<file path="src/rtl/instruction_sequencer.sv">
// Control FSM for a nibble-opcode machine: steers PC and fetch register, resolves
// two-byte jumps locally and hands single-byte ops to the datapath via valid/ready.
module instruction_sequencer #(
    parameter int         CNT_W   = 16,
    parameter logic [3:0] HALT_OP = 4'hF
) (
    input  logic             clk,
    input  logic             reset,
    input  logic [3:0]       instr,
    input  logic [3:0]       operand,
    input  logic [7:0]       programByte,
    input  logic             carry,
    input  logic             zero,
    input  logic             exec_ready,
    input  logic             resume,
    output logic             enableFetch,
    output logic             enableCounter,
    output logic             load,
    output logic [11:0]      valueLoad,
    output logic             exec_valid,
    output logic [3:0]       exec_op,
    output logic [3:0]       exec_operand,
    output logic             halted,
    output logic [CNT_W-1:0] retired
);

    typedef enum logic [2:0] {
        S_IDLE   = 3'd0,
        S_FETCH  = 3'd1,
        S_DECODE = 3'd2,
        S_EXEC   = 3'd3,
        S_HALT   = 3'd4
    } state_e;

    state_e           state_q, state_d;
    logic [CNT_W-1:0] retired_q;
    logic             retire;
    logic             taken;

    always_comb begin
        case (instr)
            4'h1:    taken = carry;
            4'h2:    taken = ~carry;
            4'h3:    taken = zero;
            4'h4:    taken = ~zero;
            4'h5:    taken = 1'b1;
            default: taken = 1'b0;
        endcase
    end

    always_comb begin
        state_d       = state_q;
        retire        = 1'b0;
        enableFetch   = 1'b0;
        enableCounter = 1'b0;
        load          = 1'b0;
        valueLoad     = 12'h000;
        exec_valid    = 1'b0;
        exec_op       = 4'h0;
        exec_operand  = 4'h0;
        halted        = 1'b0;
        case (state_q)
            S_IDLE: state_d = S_FETCH;
            S_FETCH: begin
                enableFetch   = 1'b1;
                enableCounter = 1'b1;
                state_d       = S_DECODE;
            end
            S_DECODE: begin
                if (instr == HALT_OP) begin
                    retire  = 1'b1;
                    state_d = S_HALT;
                end else if (instr == 4'h0) begin
                    retire  = 1'b1;
                    state_d = S_FETCH;
                end else if (instr <= 4'h5) begin
                    // PC already points at the address byte; skip it when not taken
                    retire        = 1'b1;
                    load          = taken;
                    enableCounter = ~taken;
                    valueLoad     = taken ? {operand, programByte} : 12'h000;
                    state_d       = S_FETCH;
                end else begin
                    state_d = S_EXEC;
                end
            end
            S_EXEC: begin
                exec_valid   = 1'b1;
                exec_op      = instr;
                exec_operand = operand;
                if (exec_ready) begin
                    retire  = 1'b1;
                    state_d = S_FETCH;
                end
            end
            S_HALT: begin
                halted = 1'b1;
                if (resume) state_d = S_FETCH;
            end
            default: state_d = S_IDLE;
        endcase
    end

    always_ff @(posedge clk or negedge reset) begin
        if (!reset) begin
            state_q   <= S_IDLE;
            retired_q <= '0;
        end else begin
            state_q <= state_d;
            if (retire) retired_q <= retired_q + CNT_W'(1);
        end
    end

    assign retired = retired_q;

endmodule

</file>
<file path="config.mk">
export PLATFORM = sky130hd
export DESIGN_NAME = instruction_sequencer
export DESIGN_NICKNAME = d
export VERILOG_FILES = /design/src/rtl/instruction_sequencer.sv
export SDC_FILE = /design/constraint.sdc
export NUM_CORES = 1
export LEC_CHECK = 0
export ABC_AREA = 1
export CORE_ASPECT_RATIO = 2
export CORE_MARGIN = 2
export CORE_UTILIZATION = 30
export CTS_CLUSTER_DIAMETER = 50
export DETAILED_ROUTE_END_ITERATION = 12
export PLACE_DENSITY = 0.67
export SYNTH_ARGS = -nofsm -noshare
export SYNTH_HDL_FRONTEND = slang
export SYNTH_SLANG_ARGS = --single-unit
export TNS_END_PERCENT = 1
</file>
<file path="constraint.sdc">
create_clock -name clk -period 2.5 [get_ports clk]
set_input_delay 0.25 -clock clk [delete_from_list [all_inputs] [get_ports clk]]
set_output_delay 0.25 -clock clk [all_outputs]
set_load 0.1 [all_outputs]
</file>
## Word level (Yosys, flattened, before mapping)

Index checks and enable logic that the tools add are counted.

| word-level totals | value |
|---|---|
| register bits | 19 |
| word-level logic and storage cells | 52 |

| operators by class | value |
|---|---|
| add/sub/neg operators | 1 |
| $lt $le $gt $ge | 1 |
| equality and inequality tests | 12 |
| mux-type cells | 30 |
| bitwise operators | 3 |
| reduce and logical (&&, ||, !) cells | 3 |

Operators with widths:

| cell | number |
|---|---|
| $mux 12 | 5 |
| $add 16x1->16 const B | 1 |
| $pmux 3 s5 | 1 |
| $mux 1 | 14 |
| $mux 3 | 3 |
| $eq 4x2->1 const B | 2 |
| $eq 4x3->1 const B | 2 |
| $mux 4 | 2 |
| $eq 3x2->1 const B | 2 |
| $pmux 1 s5 | 1 |
| $eq 4x1->1 const B | 1 |
| $eq 4x4->1 const B | 1 |
| $le 4x3->1 const B | 1 |
| $logic_not 4->1 | 1 |
| $mux 2 | 2 |
| $ne 2x2->1 const B | 2 |
| $pmux 1 s2 | 2 |
| $eq 3x1->1 const B | 1 |
| $eq 3x3->1 const B | 1 |
| $logic_not 3->1 | 1 |
| $not 1->1 | 3 |
| $reduce_and 2->1 | 1 |

## Longest topological paths before layout

| logic depth | value |
|---|---|
| word-level depth | 7 |
| mapped depth | 8 |

## Worst setup path after synthesis

No wires, ideal clock.

| path | value |
|---|---|
| kind | register to output |
| start | reg state_q[0] |
| end | out enableCounter |
| arrival | 3.833 ns |
| path slack | -1.583 ns |
| cell stages (with the launch flop) | 5 |
| path buffers | 0 |
| cell sequence | dfrtp_1 > inv_2 > nor3_1 > inv_1 > o21ai_0 |

| on the way | value |
|---|---|
| cells in the longest elaborated chain, start to end | 2 |
| elaborated cells between the ends (all ways) | 3 |

RTL lines:

| what | RTL line | text |
|---|---|---|
| start, declared | 35 | `state_e state_q, state_d;` |
| start signal, assigned | 109 | `state_q <= state_d;` |
| $eq 3x2->1 / $eq 3x1->1 (equally long branches) | 62 | `case (state_q)` |
| $pmux 1 s2 (*) | 62 |  |
| end, declared | 17 | `output logic enableCounter,` |

Mark *: on every way between the ends. The rest lies on a longest branch, timed or not.

## Worst setup path in the final report

| path | value |
|---|---|
| start | in instr[2] |
| end | out valueLoad[7] |

| on the way | value |
|---|---|
| cells in the longest elaborated chain, start to end | 7 |
| elaborated cells between the ends (all ways) | 14 |

RTL lines:

| what | RTL line | text |
|---|---|---|
| start, declared | 9 | `input logic [3:0] instr,` |
| $eq 4x3->1, or another cell as far along | 41 | `case (instr)` |
| $pmux 1 s5 | 41 |  |
| $mux 12 | 81 | `valueLoad = taken ? {operand, programByte} : 12'h000;` |
| $mux 12 | 76 | `end else if (instr <= 4'h5) begin` |
| $mux 12 | 73 | `end else if (instr == 4'h0) begin` |
| $mux 12 (*) | 70 | `if (instr == HALT_OP) begin` |
| $mux 12 (*) | 62 |  |
| end, declared | 19 | `output logic [11:0] valueLoad,` |

Marked as above.

==> results.md <==
| Metric | Value | Unit |
|---|---|---|
| Top-Level Pins | 63 | - |
| Clock latency reported for the late side of the worst-skew pair | 0.26 | ns |
| First-pass GRT wire length | 7020 | um |
| Total area of sequential cells | 475 | sq um |
| Worst EP required | 2.25 | ns |
| Nets in the synthesized netlist | 245 | - |
| Net Switching | 1.63 | mW |
| Critical path peak fanout | 13 | - |
| Worst Clk Skew | 0.00624 | ns |
| Number of filler cells placed in the layout | 488 | - |
| Comb pwr share | 71.5 | % |
| Number of detailed-routing iterations run before antenna repair | 4 | - |
| Initial antenna violation count | 0 | - |
| Detailed placer's ending HPWL | 3520 | um |
| Maximum number of pins on one net before global-route repair | 27 | - |
| Final-report hold violation count | 0 | - |
| Portion of the post-synthesis area used by sequential elements | 32.3 | % |
| Die Width | 53.5 | um |
| Final standard cell utilization of the core | 47.0 | % |
| Non-Filler Instances | 343 | - |
| Site Rows | 36 | - |
| Post-CTS Setup Bufs | 0 | - |
| Number of instances in the placed design | 339 | - |
| Global router's overall resource usage | 17.1 | % |
| Syn-to-layout area delta | 53.8 | % |
| Final weighted congestion in routability-driven placement | 0.821 | - |
| Post-Syn Instances | 222 | - |
| Chip height | 103 | um |
| Cell-internal power | 0.917 | mW |
| Setup CP Type | input pin to output port | - |
| Pin slew with the least headroom to its limit | 0.413 | ns |
| Sort of element at the end of the critical path | output port | - |
| Power per unit of standard cell area | 1120 | nW/um^2 |
| Area inside the core boundary | 4820 | sq um |
| Bufs on Longest Clock Path | 2 | - |
| Slew Viols, Final | 0 | - |
| Cell with the largest stage delay on the worst path | clkdlybuf4s50_1 | - |
| Hold_ws | 0.309 | ns |
| Buf/Inv on CP | 2 | - |
| Initial standard-cell utilization of the core | 30.5 | % |
| Total clock buffers created by CTS | 3 | - |
| Post-CTS Resized | 0 | - |
| Worst ir drop on vdd | 0.811 | mV |
| Root buffer cell | clkbuf_8 | - |
| Leakage power | 1.10 | nW |
| CP delay by family, top | simple AND/OR/NAND/NOR gates | - |
| Total number of vias | 1582 | - |
| Achievable frequency | 447 | MHz |
| Run status | completed | - |
| Post-route setup slack | 0.264 | ns |
| Unique masters post-synth | 25 | - |
| Clock network fraction of total power | 8.7 | % |
| Average wire per standard cell | 12.4 | um |
| Total number of clock tree sinks | 19 | - |
| Drc violations | 0 | - |
| Class of the tightest hold or removal check | input pin to asynchronous set/reset pin | - |
| Total Wirelength | 4250 | um |
| Avg Synthesized Cell Area | 6.63 | sq um |
| Antenna Violating Nets Remaining | 0 | - |
| Tightest slew margin relative to the limit | 72.4 | % |
| Max incr delay on CP | 0.51 | ns |
| Cell-by-cell listing of the critical path | clkdlybuf4s50_1 -> nor2_1 -> nand3_1 -> nand3_1 -> nand2_1 -> nor2_1 -> buf_12 | - |
| H-tree depth | 1 | - |
| Hold buffer count at cts | 0 | - |
| Sw frac | 63.9 | % |
| Portion of total power attributed to sequential cells | 19.8 | % |
| Max-cap viol count | 0 | - |
| Multi-input combinational cell area | 828 | sq um |
| Vias in the first global route | 1636 | - |
| Number of port buffers | 62 | - |
| TritonCTS clock tree | done | - |
| Die outline area | 5510 | sq um |
| Post-synth design cell area | 1470 | sq um |
| Diodes inserted | 0 | - |
| Leftover overflow at the end of global routing | 0 | - |
| Net count of the finished layout | 310 | - |
| Layout cells sized above 1 | 23.4 | % |
| CTS clock-pin slew for the worst setup and hold paths | 0.08 | ns |
| Via-to-Cell Ratio | 4.61 | - |
| Warning count from the yosys run | 0 | - |
| Setup Total Neg Slack | 0 | ns |
| Final period demand of the worst path | 2.24 | ns |
| Flops & latches, synth | 19 | - |
| Critical path data arrival time | 1.99 | ns |
| RSZ-0062 raised after global routing | no | - |
| Ratio of final minimum period to clock period | 89.4 | % |
| Number of failing setup endpoints in the final timing report | 0 | - |
| Drt initial violations | 15 | - |
| Post-placement worst setup slack | 0.262 | ns |
| CP Launch Type | input pin | - |
## final cells by class
class | count | area share [%]
Multi-Input combinational cell | 162 | 36.6
Timing Repair Buffer | 63 | 31.0
Sequential cell | 19 | 21.0
Inverter | 38 | 6.30
Tap cell | 57 | 3.15
Clock buffer | 4 | 1.99
## flip-flops by register name (all words and copies together) (netlist names)
name     flops
retired     16
state_q      3
## synth_stat cells
cell type  count  area share (%)
a21oi_1        1            0.34
buf_12         1             1.4
buf_2          1            0.34
buf_6          1            0.77
dfrtp_1       19              32
ha_1           1            0.85
inv_1         36             9.2
inv_2          2            0.51
nand2_1       59              15
nand2_2        2            0.85
nand2_4        2             1.5
nand2_8        1             1.4
nand3_1       16             5.4
nand3b_2       1            0.77
nand4_1        6             2.6
nand4_2        1            0.85
nor2_1        44              11
nor2_2         1            0.43
nor2_4         2             1.5
nor3_1         1            0.34
o211ai_1       2             1.0
o21ai_0        6             2.0
o21ai_2        9             5.4
or2_1          1            0.43
xor2_1         6             3.6
## final timing paths
check                                 start      endpoint  slack [ns]  cells after the start
max in group asynchronous             reset    state_q[2]        1.98                      2
worst max-delay path               instr[2]  valueLoad[7]        0.26                      7
min in group clk                retired[15]   retired[15]        0.59                      2
worst min-delay path                  reset    retired[8]        0.31                      2
worst max register to register   retired[0]    retired[8]        0.81                      7
worst min register to register  retired[15]   retired[15]        0.59                      2
## metal layers
layer	up-vias	share of wire (%)	global-route usage, %
met3	10	6.9	3.77
met5	-	0	0
li1	812	-	-
met2	66	57	34.0
met1	694	33	15.3
met4	0	2.8	7.10
## power by group through the flow
stage	Combinational, mW	Sequential, mW	Clock (mW)
3_3_place_gp	1.82	0.505	0
2_1_floorplan	1.04	0.900	0
3_5_place_dp	1.83	0.509	0
4_1_cts	1.83	0.504	0.222
6_report	1.82	0.502	0.222
5_1_grt	1.92	0.517	0.234
## cells in the final DEF, fill, tap and decap left out, types with 2 or more instances in the layout
cell / instances
inv_2: 2
buf_4: 28
nor2_4: 2
nand2_1: 59
o21ai_0: 5
inv_1: 36
xor2_1: 6
clkdlybuf4s50_1: 21
nand3_1: 16
nand2_2: 2
o21ai_2: 9
dfrtp_1: 19
buf_12: 14
nor2_1: 44
nand2_4: 2
o211ai_1: 2
nand4_1: 6
clkbuf_8: 3
## per-stage QoR
stage,cell area [sq um],total power [mW]
6_report,2260,2.54
3_5_place_dp,2220,2.34
2_1_floorplan,1480,1.94
4_1_cts,2260,2.56
3_3_place_gp,2220,2.32
5_1_grt,2260,2.67
## worst register-to-register path, delay by kind of cell, from the launching register on
kind	cells	cell delay (ns)
and+or+nand+nor	3	0.52
DFF	1	0.50
adders and majority gates	1	0.30
xor gates and xnor gates	1	0.15
buffers and inverters	1	0.08
AOI/OAI and AO/OA	1	0.05
## logic make-up (layout without fill, tap and decap cells)
group	count (synthesis)	after routing	share of synthesized area, %
compound gates	18	18	8.76
fa+ha+maj	1	1	0.850
buf+inv	41	105	12.2
simple gates	137	137	42.3
xor+xnor	6	6	3.57
flops	19	19	32.3
Power figures use the tool's default switching activity.
